==> config.mk <==
export PLATFORM = sky130hd
export DESIGN_NAME = uart_bridge
export DESIGN_NICKNAME = d
export VERILOG_FILES = /design/src/rtl/uart_bridge.sv
export SDC_FILE = /design/constraint.sdc
export NUM_CORES = 1
export LEC_CHECK = 0
export BUFFER_PORTS_ARGS = -buffer_cell sky130_fd_sc_hd__buf_2
export CAP_MARGIN = 20
export CELL_PAD_IN_SITES_DETAIL_PLACEMENT = 2
export CELL_PAD_IN_SITES_GLOBAL_PLACEMENT = 2
export CORE_MARGIN = 2
export CORE_UTILIZATION = 25
export DETAILED_ROUTE_END_ITERATION = 16
export HOLD_SLACK_MARGIN = 0.05
export MAX_ROUTING_LAYER = met4
export PLACE_DENSITY = 0.56
export SYNTH_ARGS = -nofsm -noshare
export SYNTH_HDL_FRONTEND = slang
export SYNTH_SLANG_ARGS = --single-unit
==> constraint.sdc <==
create_clock -name clk -period 4.95 [get_ports clk]
set_input_delay 0.99 -clock clk [delete_from_list [all_inputs] [get_ports clk]]
set_output_delay 0.99 -clock clk [all_outputs]
set_load 0.02 [all_outputs]
==> src/rtl/uart_bridge.sv <==
// uart_bridge: byte-stream to UART bridge with TX/RX FIFOs, framing check and overrun detection.
module uart_bridge_fifo #(
  parameter int DW    = 8,
  parameter int DEPTH = 4
) (
  input  logic          clk,
  input  logic          rst_n,
  input  logic          wr,
  input  logic [DW-1:0] din,
  input  logic          rd,
  output logic [DW-1:0] dout,
  output logic          full,
  output logic          empty
);
  localparam int AW = $clog2(DEPTH);
  logic [DW-1:0] mem [DEPTH];
  logic [AW:0] wp, rp;
  assign full  = (wp[AW] != rp[AW]) && (wp[AW-1:0] == rp[AW-1:0]);
  assign empty = wp == rp;
  assign dout  = mem[rp[AW-1:0]];
  always_ff @(posedge clk or negedge rst_n)
    if (!rst_n) begin
      wp <= '0;
      rp <= '0;
    end else begin
      if (wr) wp <= wp + 1'b1;
      if (rd) rp <= rp + 1'b1;
    end
  always_ff @(posedge clk)
    if (wr) mem[wp[AW-1:0]] <= din;
endmodule

module uart_bridge #(
  parameter int CLK_DIV    = 16,
  parameter int DATA_BITS  = 8,
  parameter int FIFO_DEPTH = 4
) (
  input  logic                 clk,
  input  logic                 rst_n,
  input  logic [DATA_BITS-1:0] tx_data,
  input  logic                 tx_valid,
  output logic                 tx_ready,
  output logic [DATA_BITS-1:0] rx_data,
  output logic                 rx_valid,
  input  logic                 rx_ready,
  input  logic                 uart_rx,
  output logic                 uart_tx,
  output logic                 rx_frame_err,
  output logic                 rx_overrun
);
  typedef enum logic [1:0] {IDLE, START, DATA, STOP} state_t;
  localparam logic [15:0] TICK = 16'(CLK_DIV - 1);
  localparam logic [15:0] HALF = 16'(CLK_DIV / 2 - 2);
  localparam logic [2:0]  LAST = 3'(DATA_BITS - 1);
  state_t tx_state, tx_nxt, rx_state, rx_nxt;
  logic [15:0] tx_cnt, rx_cnt;
  logic [2:0] tx_bit, rx_bit;
  logic [DATA_BITS-1:0] tx_sh, rx_sh, tx_dout, rx_dout;
  logic tx_full, tx_empty, tx_pop, tx_tick, rdy_en;
  logic rx_full, rx_empty, rx_pop, rx_wr, rx_tick, rx_half;
  logic [1:0] sync;
  logic rx_s, rx_prev, rx_brk, push_q, push_set, err_set;
  assign tx_ready = rdy_en && !tx_full;
  assign tx_tick  = tx_cnt == TICK;
  uart_bridge_fifo #(.DW(DATA_BITS), .DEPTH(FIFO_DEPTH)) u_tx_fifo (
    .clk(clk), .rst_n(rst_n), .wr(tx_valid && tx_ready), .din(tx_data),
    .rd(tx_pop), .dout(tx_dout), .full(tx_full), .empty(tx_empty)
  );
  always_comb begin
    tx_nxt = tx_state;
    tx_pop = 1'b0;
    case (tx_state)
      IDLE:  if (!tx_empty) {tx_nxt, tx_pop} = {START, 1'b1};
      START: if (tx_tick) tx_nxt = DATA;
      DATA:  if (tx_tick && tx_bit == LAST) tx_nxt = STOP;
      STOP:  if (tx_tick) {tx_nxt, tx_pop} = tx_empty ? {IDLE, 1'b0} : {START, 1'b1};
      default: tx_nxt = IDLE;
    endcase
  end
  always_ff @(posedge clk or negedge rst_n)
    if (!rst_n) begin
      tx_state <= IDLE;
      tx_cnt   <= '0;
      tx_bit   <= '0;
      tx_sh    <= '0;
      uart_tx  <= 1'b1;
      rdy_en   <= 1'b0;
    end else begin
      rdy_en   <= 1'b1;
      tx_state <= tx_nxt;
      tx_cnt   <= (tx_state == IDLE || tx_nxt != tx_state || tx_tick) ? '0 : tx_cnt + 1'b1;
      tx_bit   <= (tx_state != DATA) ? '0 : tx_bit + 3'(tx_tick);
      if (tx_pop) tx_sh <= tx_dout;
      else if (tx_state == DATA && tx_tick) tx_sh <= tx_sh >> 1;
      uart_tx  <= (tx_state == START) ? 1'b0 : (tx_state == DATA) ? tx_sh[0] : 1'b1;
    end
  // Edge detect runs on the synchronised line; START samples mid-bit relative to it.
  assign rx_s     = sync[1];
  assign rx_tick  = rx_cnt == TICK;
  assign rx_half  = rx_cnt == HALF;
  assign push_set = rx_state == STOP && !rx_brk && rx_tick && rx_s;
  assign err_set  = rx_state == STOP && !rx_brk && rx_tick && !rx_s;
  assign rx_valid = !rx_empty;
  assign rx_pop   = rx_valid && rx_ready;
  assign rx_wr    = push_q && (!rx_full || rx_pop);
  assign rx_overrun = push_q && rx_full && !rx_pop;
  assign rx_data  = rx_valid ? rx_dout : '0;
  uart_bridge_fifo #(.DW(DATA_BITS), .DEPTH(FIFO_DEPTH)) u_rx_fifo (
    .clk(clk), .rst_n(rst_n), .wr(rx_wr), .din(rx_sh),
    .rd(rx_pop), .dout(rx_dout), .full(rx_full), .empty(rx_empty)
  );
  always_comb begin
    rx_nxt = rx_state;
    case (rx_state)
      IDLE:  if (rx_prev && !rx_s) rx_nxt = START;
      START: if (rx_half) rx_nxt = rx_s ? IDLE : DATA;
      DATA:  if (rx_tick && rx_bit == LAST) rx_nxt = STOP;
      STOP:  if (rx_brk ? rx_s : push_set) rx_nxt = IDLE;
      default: rx_nxt = IDLE;
    endcase
  end
  // After a bad stop bit the FSM parks in STOP until the line returns high.
  always_ff @(posedge clk or negedge rst_n)
    if (!rst_n) begin
      sync         <= 2'b11;
      rx_prev      <= 1'b1;
      rx_state     <= IDLE;
      rx_cnt       <= '0;
      rx_bit       <= '0;
      rx_sh        <= '0;
      rx_brk       <= 1'b0;
      push_q       <= 1'b0;
      rx_frame_err <= 1'b0;
    end else begin
      sync         <= {sync[0], uart_rx};
      rx_prev      <= rx_s;
      rx_state     <= rx_nxt;
      rx_cnt       <= (rx_state == IDLE || rx_nxt != rx_state || rx_tick) ? '0 : rx_cnt + 1'b1;
      rx_bit       <= (rx_state != DATA) ? '0 : rx_bit + 3'(rx_tick);
      if (rx_state == DATA && rx_tick) rx_sh <= {rx_s, rx_sh[DATA_BITS-1:1]};
      rx_brk       <= err_set || (rx_brk && rx_nxt == STOP);
      push_q       <= push_set;
      rx_frame_err <= err_set;
    end
endmodule

Word level (Yosys, flattened, before mapping). Memory sizes are Yosys's and may differ from the RTL's. Index checks and enable logic that the tools add are counted. W data, S select, Z words.

Bits in registers: 78. Logic and storage cells: 113. Bits in writable memories: 64. Memories kept: 2. Output and inout bits: 13.

Muxes and demuxes: 29. Equality and inequality tests: 22. Reduce and logical (&&, ||, !) cells: 33. Add/subtract/negate cells: 8.

Memory list: u_rx_fifo.mem (depth 4, width 8, rd ports 1, clocked after memory_dff 0, write ports 1, line 16) `logic [DW-1:0] mem [DEPTH];`; u_tx_fifo.mem (depth 4, width 8, rd ports 1, clocked after memory_dff 0, write ports 1, line 16).

Operators by type and width (count): $add A16 B1 Y16 const B (2); $eq A16 B4 Y1 const B (2); $mux W16 (2); $mux W8 (3); $mux W2 (10); $logic_and A1 B1 Y1 (18); $eq A16 B3 Y1 const B (1); $pmux W2 S4 (2); $add A3 B1 Y3 const B (4); $eq A2 B2 Y1 const B (5); $mux W1 (9); $add A3 B1 Y3 (2); $eq A3 B3 Y1 (2); $eq A3 B3 Y1 const B (2); $logic_not A1 Y1 (6); $logic_or A1 B1 Y1 (6); $mux W3 (2); $eq A2 B1 Y1 const B (2); $eq A2 B2 Y1 (2); $logic_not A2 Y1 (2); $ne A2 B2 Y1 (2); $ne A2 B2 Y1 const B (2); $ne A1 B1 Y1 (2); $pmux W1 S2 (1); $reduce_bool A2 Y1 (1).

Depth between registers and ports, before layout.
Depth after elaboration: 11. Depth in mapped cells: 12. Mapped depth without buffers: 8.

Modules after synthesis. From an unflattened synthesis, not the netlist that was laid out.

Cells, all modules: 456. Area, all modules: 6358.6 sq um.

By module, submodules not included: uart_bridge (cells each 312, instances 1, area an instance 3358.2 sq um); uart_bridge_fifo (cells each 72, instances 2, area an instance 1500.2 sq um).

Least setup slack after synthesis. Ideal clock, no wire load.

Path kind: flip-flop to output port. From: register u_rx_fifo.rp[0]. To: output port rx_data[0]. Slack: 2153 ps. Data arrival time: 1807 ps. Cell stages (with the launch flop): 7. Required time: 3960 ps. Buffers on the path: 2. Path through: dfrtp_1 clkbuf_1 xor2_1 nor2_1 nand2_1 clkbuf_1 and2_1.

Cells in the longest elaborated chain, start to end: 2. Elaborated cells between the ends (all ways): 3. Classes of those cells: eq/ne: 1; mux: 1; memory: 1.

Ends and longest elaborated chain: start, declared (line 17) `logic [AW:0] wp, rp;`; start signal, assigned (line 27) `if (rd) rp <= rp + 1'b1;`; $mem_v2 Z4 W8 / $eq A3 B3 Y1 (equally long branches); $mux W8 (*) (line 107) `assign rx_data = rx_valid ? rx_dout : '0;`; end, declared (line 43) `output logic [DATA_BITS-1:0] rx_data,`.

Mark *: on every way between the ends. The rest lies on a longest branch, timed or not.

Worst setup path after layout.
From: register u_tx_fifo.rp[0]. To: output port tx_ready.

Cells in the longest elaborated chain, start to end: 4.

Ends and longest elaborated chain: start, declared (line 17); start signal, assigned (line 27); $eq A2 B2 Y1 (line 18) `assign full = (wp[AW] != rp[AW]) && (wp[AW-1:0] == rp[AW-1:0]);`; $logic_and A1 B1 Y1 (line 18); $logic_not A1 Y1 (line 63) `assign tx_ready = rdy_en && !tx_full;`; $logic_and A1 B1 Y1 (line 63); end, declared (line 42) `output logic tx_ready,`.

Every way passes these cells.

==> key figures <==
Timing
  – RSZ-0062 raised after global routing: no
  – Final hold violations: 0
  – Final setup viols: 0
  – Skew final: 0.0108 ns
  – Pins Over Slew Limit: 0
  – Max frequency: roughly 0.3 GHz
  – Final Critical Period: between 3 and 4 ns
  – Setup tns final: 0 ns
  – Worst hold margin: between 0.3 and 0.4 ns
  – Slew Limit Headroom: 0.383
  – Final Cycle Share: 0.655
  – Worst-Margin Slew: slightly above 0.9 ns

Critical path
  – CP Launch Point: u_tx_fifo.rp[0]
  – Critical path arrival: approximately 2.3 ns
  – CP max stage cell: dfrtp_1
  – Reg2reg end: tx_cnt[1]
  – Maximum fanout along the worst path: 11
  – Max stage delay on crit path: 0.77 ns
  – FF-to-FF path depth: 8
  – Startpoint types: register
  – Crit path kind: reg -> out
  – Nature of the critical path endpoint: output port
  – CP required: 3.96 ns
  – R2R Setup Slk: approximately 2.0 ns
  – Worst-path cell chain: xor2_1 > nor2_1 > a21boi_0 > buf_2
  – R2R Path Start: tx_state[0]

Synth
  – Cells after Synth: approximately 470
  – Adder-Cell Fraction of Synth Area: 0.0414
  – Post-synthesis compound-gate area fraction: 0.0528
  – Post-synth EDFFs: 64
  – Main combinational cell family by area after synthesis: simple AND/OR/NAND/NOR gates
  – Post-synthesis register bit count: 142
  – Yosys warnings: 0
  – Seq/Total Area, Yosys: 0.611
  – Distinct cells, synth: between 40 and 50
  – Simple-gate area share of the yosys netlist: 0.118
  – Mux cell area share after synthesis: 0.0890
  – Asr flop ratio synth: 0.549
  – Mapped Area: 6350 µm²
  – XOR/XNOR Fraction of Synth Area: 0.0607
  – Synth Flop Type: dfrtp_1
  – Mean Syn Cell Area: 13.6 µm²
  – Syn Nets: roughly 500

Drt
  – Via count: approximately 3700
  – DRC viols: 0
  – WL/cell: approximately 16 µm
  – DRT Pass-1 Iters: 4
  – Total Routed Length: roughly 13 mm
  – 1st-iter DRT viols: approximately 130
  – Via density: around 4.4
  – Post-route antenna net violation count: 0

Finish
  – Commonest cells after routing, fill and taps aside: dfrtp_1 (74), edfxtp_1 (64), nor2_1 (37)
  – Most common cell after layout, fill and taps aside: dfrtp_1
  – Layout cells sized above 1: 0.209
  – # fillers: 2628
  – Area delta synth->final: 17.1%
  – Ant diodes: 0
  – Layout Nets: between 500 and 600

Global route
  – First-pass GRT wire length: 22.9 mm
  – Congestion Overflow GR: 0
  – Vias in the first global route: roughly 4200
  – Initial antenna violation count: 0
  – Pin count of the biggest net entering global routing: 44
  – GRT Util Overall: 0.116

Clock tree
  – Clock sink count: 142
  – Clock Path Buffers: 2
  – Post-CTS Setup Inserts: 0
  – Clk_lat worst skew: approximately 0.42 ns
  – Post-CTS Hold Buffers: 0
  – CTS tree: built
  – Total CTS buffers: 17
  – Post-CTS resize count: 0
  – H-tree levels: 4
  – Root buffer cell: clkbuf_16
  – Clock slew at reported path FFs: 0.06 ns

Placement
  – Hpwl dp: 9.03 mm
  – PortBufs: 25
  – Routability Congestion: about 0.73

Worst hold path
  – Hold-critical path endpoint: sync[1]
  – HP Class: reg -> reg
  – Hold Crit Depth: 0
  – Hold_sp: sync[0]

Floorplan
  – I/O pin total: 26
  – Core Box Area: 25000 µm²
  – Number of placement rows: between 50 and 60
  – Initial core utilization: 0.254
  – Width of the die: about 160 µm
  – Full die area: roughly 27000 µm²
  – DIE HEIGHT: between 150 and 200 µm

Pwr
  – Share of total power in sequential cells: 0.410
  – Cell Int Power: between 2 and 3 mW
  – Pwr dens: 547 nW/µm²
  – Switching power: between 1 and 1.5 mW
  – Clock power share: 0.326
  – Net Sw Frac: 0.329
  – Leak: about 3.0 nW
  – Peak supply drop: 0.000281 V
  – Comb pwr share: 0.265

Job
  – Max cap viols: 0

Run status
  – Outcome: finished clean
critical path, delay by kind of cell (launching register included):
kind / cells / cell delay [ns]
AO/OA/AOI/OAI: 1 / 0.48
flip-flops: 1 / 0.77
AND/OR/NAND/NOR: 1 / 0.06
buffers and inverters: 1 / 0.27
XOR/XNOR: 1 / 0.25
power groups by stage:
stage | Combinational, mW | Clock (mW) | Sequential, mW
global placement | 1.04 | 0 | 1.69
global route | 1.22 | 1.42 | 1.71
CTS | 1.09 | 1.38 | 1.68
finish | 1.08 | 1.33 | 1.67
floorplan | 0.927 | 0 | 1.54
detailed placement | 1.09 | 0 | 1.70
registers in the layout, indices dropped and copies added, names as in the netlist, 2 cells and up:
name	count
rx_bit	3
rx_cnt	16
rx_sh	8
rx_state	2
sync	2
tx_bit	3
tx_cnt	16
tx_sh	8
tx_state	2
u_rx_fifo.mem	32
u_rx_fifo.rp	3
u_rx_fifo.wp	3
u_tx_fifo.mem	32
u_tx_fifo.rp	3
u_tx_fifo.wp	3
metrics by stage:
step           std cells  setup WS, ns   util  instance area (µm²)  power, mW
6_report             838          1.71  0.297                 7440       4.07
5_1_grt              838          1.46  0.297                 7440       4.36
4_1_cts              837          1.63  0.297                 7430       4.16
3_5_place_dp         805          1.63  0.272                 6810       2.79
3_3_place_gp         805          1.79  0.272                 6810       2.73
2_1_floorplan        467          2.15      -                 6350       2.47
area by class of cell:
class | count | area [µm²] | share of cell area
flip-flops and latches | 142 | 3880 | 0.521
multi-input cells | 288 | 2300 | 0.310
clock buffers | 23 | 520 | 0.0700
well taps | 330 | 413 | 0.0555
repair buffers | 28 | 156 | 0.0210
clock inverters | 9 | 100 | 0.0135
inverters | 18 | 67.6 | 0.00908
metal layers:
metal  wire length (µm)  up-vias  GRT usage  part of all wire
met5                  0        -          -                 0
met4                221        0     0.0434             0.016
met3                403       15     0.0305             0.030
met2               6870       44      0.194              0.51
met1               5920     1894      0.134              0.44
li1                   -     1742          -                 -
logic make-up after synthesis:
family	Yosys count
muxes	35
other	1
and+or+nand+nor	143
xor gates and xnor gates	44
DFF	142
AOI/OAI and AO/OA	44
buffers and inverters	37
adders and majority gates	21
Yosys cell counts (2+ instances only):
cell,instances,share of area
buf_6,2,0.0035
a31o_2,2,0.0028
a211oi_1,6,0.0071
mux4_2,16,0.057
xor2_1,19,0.026
dfrtp_1,74,0.29
a21oi_1,3,0.0024
clkbuf_1,11,0.0065
or4_1,3,0.0035
xnor2_1,25,0.034
buf_2,3,0.0024
mux2i_1,7,0.011
nor4_1,7,0.0069
a211oi_2,10,0.020
and3_1,10,0.0098
nand3_1,13,0.010
and2_1,14,0.014
o21ai_0,17,0.013
nand4_1,10,0.0098
and4_1,3,0.0041
edfxtp_1,64,0.30
nand2b_1,3,0.0030
dfstp_2,4,0.017
ha_1,21,0.041
inv_1,18,0.011
mux2_2,12,0.021
or4_4,3,0.0053
nor2b_1,6,0.0059
nand2_1,24,0.014
nor3_1,7,0.0055
nor2_1,37,0.022
worst max-delay path by stage:
stage          cells after the start         endpoint  slack [ns]
2_1_floorplan                      6       rx_data[0]        2.15
3_3_place_gp                       5  u_tx_fifo.rp[1]        1.79
5_1_grt                            4         tx_ready        1.46
3_5_place_dp                       5  u_tx_fifo.rp[1]        1.63
4_1_cts                            5  u_tx_fifo.rp[1]        1.63
6_report                           4         tx_ready        1.71
Power figures use the tool's default switching activity.
